### src/rtl/piso_pkg.sv
// piso_pkg: shared state encoding and line levels for the framed serial transmitter.
package piso_pkg;
   typedef enum logic [1:0] {IDLE, START, DATA, STOP} state_t;
   localparam logic START_BIT = 1'b0;
   localparam logic STOP_BIT  = 1'b1;
endpackage

### src/rtl/piso_serial_tx_bit_timer.sv
// bit_timer: counts clocks within one bit period and ticks on its last cycle.
module bit_timer #(
   parameter int BIT_CYCLES = 4
) (
   input  logic clk,
   input  logic rst,
   input  logic en,
   input  logic clear,
   output logic tick
);
   localparam int CW = BIT_CYCLES > 1 ? $clog2(BIT_CYCLES) : 1;
   logic [CW-1:0] cnt_q, cnt_d;
   always_comb begin
      tick  = en && (cnt_q == CW'(BIT_CYCLES - 1));
      cnt_d = (clear || tick) ? '0 : en ? cnt_q + 1'b1 : cnt_q;
   end
   always_ff @(posedge clk or posedge rst)
      if (rst) cnt_q <= '0;
      else     cnt_q <= cnt_d;
endmodule

### src/rtl/piso_serial_tx.sv
// piso_serial_tx: valid/ready parallel word in, start/LSB-first data/stop frame out on tx.
module piso_serial_tx
   import piso_pkg::*;
#(
   parameter int DATA_W     = 8,
   parameter int BIT_CYCLES = 4
) (
   input  logic              clk,
   input  logic              rst,
   input  logic [DATA_W-1:0] din,
   input  logic              din_valid,
   output logic              din_ready,
   output logic              tx,
   output logic              busy,
   output logic              done
);
   localparam int IW = DATA_W > 1 ? $clog2(DATA_W) : 1;
   state_t            state_q, state_d;
   logic [DATA_W-1:0] shift_q, shift_d;
   logic [IW-1:0]     idx_q, idx_d;
   logic              tx_q, tx_d, done_q, done_d, tick;
   assign din_ready = (state_q == IDLE);
   assign busy      = (state_q != IDLE);
   assign tx        = tx_q;
   assign done      = done_q;
   bit_timer #(.BIT_CYCLES(BIT_CYCLES)) u_timer (
      .clk  (clk),
      .rst  (rst),
      .en   (state_q != IDLE),
      .clear(state_q == IDLE),
      .tick (tick)
   );
   always_comb begin
      state_d = state_q;
      shift_d = shift_q;
      idx_d   = idx_q;
      tx_d    = tx_q;
      done_d  = 1'b0;
      case (state_q)
         IDLE:
            if (din_valid) begin
               state_d = START;
               shift_d = din;
               idx_d   = '0;
               tx_d    = START_BIT;
            end
         START:
            if (tick) begin
               state_d = DATA;
               tx_d    = shift_q[0];
            end
         DATA:
            if (tick) begin
               if (idx_q == IW'(DATA_W - 1)) begin
                  state_d = STOP;
                  tx_d    = STOP_BIT;
               end else begin
                  shift_d = shift_q >> 1;
                  tx_d    = shift_d[0];
                  idx_d   = idx_q + 1'b1;
               end
            end
         STOP:
            if (tick) begin
               state_d = IDLE;
               tx_d    = STOP_BIT;
               done_d  = 1'b1;
            end
         default: state_d = IDLE;
      endcase
   end
   // tx resets to the idle level asynchronously so a mid-frame reset releases the line at once.
   always_ff @(posedge clk or posedge rst)
      if (rst) begin
         state_q <= IDLE;
         shift_q <= '0;
         idx_q   <= '0;
         tx_q    <= STOP_BIT;
         done_q  <= 1'b0;
      end else begin
         state_q <= state_d;
         shift_q <= shift_d;
         idx_q   <= idx_d;
         tx_q    <= tx_d;
         done_q  <= done_d;
      end
endmodule

### config.mk
export PLATFORM = sky130hd
export DESIGN_NAME = piso_serial_tx
export DESIGN_NICKNAME = d
export VERILOG_FILES = /design/src/rtl/piso_pkg.sv /design/src/rtl/piso_serial_tx_bit_timer.sv /design/src/rtl/piso_serial_tx.sv
export SDC_FILE = /design/constraint.sdc
export NUM_CORES = 1
export LEC_CHECK = 0
export ABC_CLOCK_PERIOD_IN_PS = 2000
export BUFFER_PORTS_ARGS = -buffer_cell sky130_fd_sc_hd__buf_2
export CORE_MARGIN = 2
export CORE_UTILIZATION = 48
export CTS_CLUSTER_DIAMETER = 120
export DETAILED_ROUTE_END_ITERATION = 8
export GPL_ROUTABILITY_DRIVEN = 0
export PLACE_DENSITY = 0.78
export SLEW_MARGIN = 20
export SYNTH_ARGS = -nofsm -noshare
export SYNTH_HDL_FRONTEND = slang
export SYNTH_SLANG_ARGS = --single-unit
### constraint.sdc
create_clock -name clk -period 2 [get_ports clk]
set_input_delay 0.2 -clock clk [delete_from_list [all_inputs] [get_ports clk]]
set_output_delay 0.2 -clock clk [all_outputs]
set_load 0.02 [all_outputs]
==> results_dict.tcl <==
set metrics [dict create \
    cts_sinks 17 \
    drc 0 \
    synthFlopType "dfrtp_1" \
    crit_slowest_cell "dfrtp_1" \
    rr_worst_depth 6 \
    min_path_cells 3 \
    slew_violations 0 \
    detail-route-antenna-nets 0 \
    wl_per_cell_um 12.31 \
    port_buffers 14 \
    drive_above_1_share_pct 27.93 \
    hold_viol 0 \
    dr.first_iter.drc_count 5 \
    max_stage_delay_ns 0.39 \
    p_per_area_nw_per_um2 1635 \
    fillers 179 \
    synth_edf_count 0 \
    crit_family "flip-flops" \
    std_cell_rows 15 \
    cp.required_ns 2.17 \
    wirelength_mm 1.674 \
    status "completed" \
    finalSetupViolations 0 \
    syn_nets 106 \
    place.detailed.instances 128 \
    root_buffer "clkbuf_4" \
    n_antenna_cell 0 \
    finClkSkew_ns 0.009980 \
    viasPerCell 5.147 \
    clk_latency_ns 0.29 \
    yosysUniqueCellTypes 25 \
    async_flop_share_pct 100.0 \
    fin_cells 136 \
    seqCellArea_sq_um 426.7 \
    dpl_cell_area_sq_um 1026 \
    cts.clk_slew.worst_paths_ns 0.10 \
    cts_tree "yes" \
    place_ws_ns 0.09676 \
    tightest_slew_ns 0.6364 \
    p_leak_nw 0.5245 \
    grt_pass1_wl_mm 2.421 \
    path_class "reg -> reg" \
    cts_made_buffers 3 \
    area_growth_pct 19.92 \
    ys_seq_area_share_pct 46.84 \
    grt_pass1_vias 588 \
    core_area_sq_um 1764 \
    grt_start_max_net_pins 18 \
    dieArea_sq_um 2262 \
    total_power_mw 1.786 \
    path_cells "ha_1 > ha_2 > or3b_4 > a211oi_4 > buf_2 > mux2i_1" \
    syn-cell-area_sq_um 910.9 \
    hp-class "in -> reg" \
    cp.buffers_inverters 1 \
    clock_path_buffers 2 \
    tns_ns 0 \
    overflow 0 \
    grt.total_usage_pct 15.78 \
    first_pass_iters 4 \
    start_kind "flip-flop" \
    avgSynthCellArea_sq_um 10.47 \
    crit_cells 6 \
    max_cap_violations 0 \
    worst_slack_ns 0.1364 \
    dp_hpwl_mm 1.213 \
    final.min_clock_period_ns 1.864 \
    antenna_found_initial 0 \
    finalCritPeriodShare_pct 93.18 \
    utilization_pct 61.91 \
    ios 15 \
    hold_ws_ns 0.1871 \
    design_area_sq_um 1092 \
    nNetsFinal 131 \
    synth_warnings 0 \
    relSlewSlack_pct 57.52 \
    multiInputGateArea_sq_um 439.2 \
    endpoint_kind "flip-flop" \
    ys_ff_latch 17 \
    rsz0062_at_grt "false" \
    crit_fanout 4 \
    final_cell_mix "buf_2 (16), dfrtp_1 (16), inv_1 (9), nor2_1 (9), a21oi_1 (9)" \
    initial_core_util_pct 51.63 \
    irDropWorstVdd_mv 0.8135 \
    max_freq_mhz 536.6 \
    synthCells 87 \
    die_x_um 47.56 \
    worstPathArrival_ns 2.04 \
    via_count 700 \
    h-tree-depth 1 \
    fp.dieH_um 47.56 \
]
-- cell usage after synthesis, types with 2 or more instances --
library cell  count  area (sq um)
a22oi_1           2         15.01
mux2_2            2         22.52
a21oi_1           9         45.04
mux2i_1           8         80.08
nand2b_1          2         12.51
nor2_1            9         33.78
nand2_1           2         7.510
inv_1             9         33.78
o21ai_0           6         30.03
ha_1              8         100.1
dfrtp_1          16         400.4
-- registers in the layout, summed over array words and instances, names as in the netlist --
register and cells:
u_timer.cnt_q 2, tx 1, state_q 2, idx_q 3, done 1, shift_q 8
-- kinds of logic after synthesis --
family,synth area share (%)
mux,11.26
buf+inv,5.494
compound gates,12.91
flops,46.84
fa+ha+maj,10.99
simple gates,12.50
-- final timing paths --
kind / start / slack, ns / endpoint
min reg2reg: u_timer.cnt_q[0]$_DFFE_PP0P_ / 0.45 / u_timer.cnt_q[0]$_DFFE_PP0P_
min in group asynchronous: rst / 0.52 / done$_DFF_PP0_
min: din[7] / 0.19 / shift_q[7]$_DFFE_PP0P_
max: idx_q[0]$_DFFE_PP0P_ / 0.14 / idx_q[0]$_DFFE_PP0P_
max in group asynchronous: rst / 1.06 / idx_q[1]$_DFFE_PP0P_
max reg2reg: idx_q[0]$_DFFE_PP0P_ / 0.14 / idx_q[0]$_DFFE_PP0P_
-- cell type report --
cell class                      instances  area share, %
Timing Repair Buffer                   22          12.37
Clock buffer                            4          2.405
Inverter                                9          3.093
Sequential cell                        17          39.06
Tap cell                               25          2.864
Multi-Input combinational cell         59          40.21
-- layer usage --
layer  up-vias  GRT usage (%)  share of wire (%)
met3         4          3.396                3.8
li1        343              -                  -
met1       338          18.57                 46
met4         0          8.108                1.6
met5         -              0                  0
met2        15          27.03                 49
-- power breakdown --
part,internal [mW],switching (mW)
clock,0.0776,0.108
sequential,0.494,0.0801
combinational,0.484,0.543
-- worst min-delay path, stage by stage --
cell      delay [ns]
buf_2           0.08
nand4b_1        0.09
o21ai_0         0.08
-- repair_timing --
item | in CTS | in global routing
endpoints found under the hold margin | 16 | 0
buffers inserted | 0 | 1
hold buffers | 1 | 0
setup endpoints to repair | 0 | 3
gates resized for setup | 0 | 4
(Power assumes the default switching activity.)
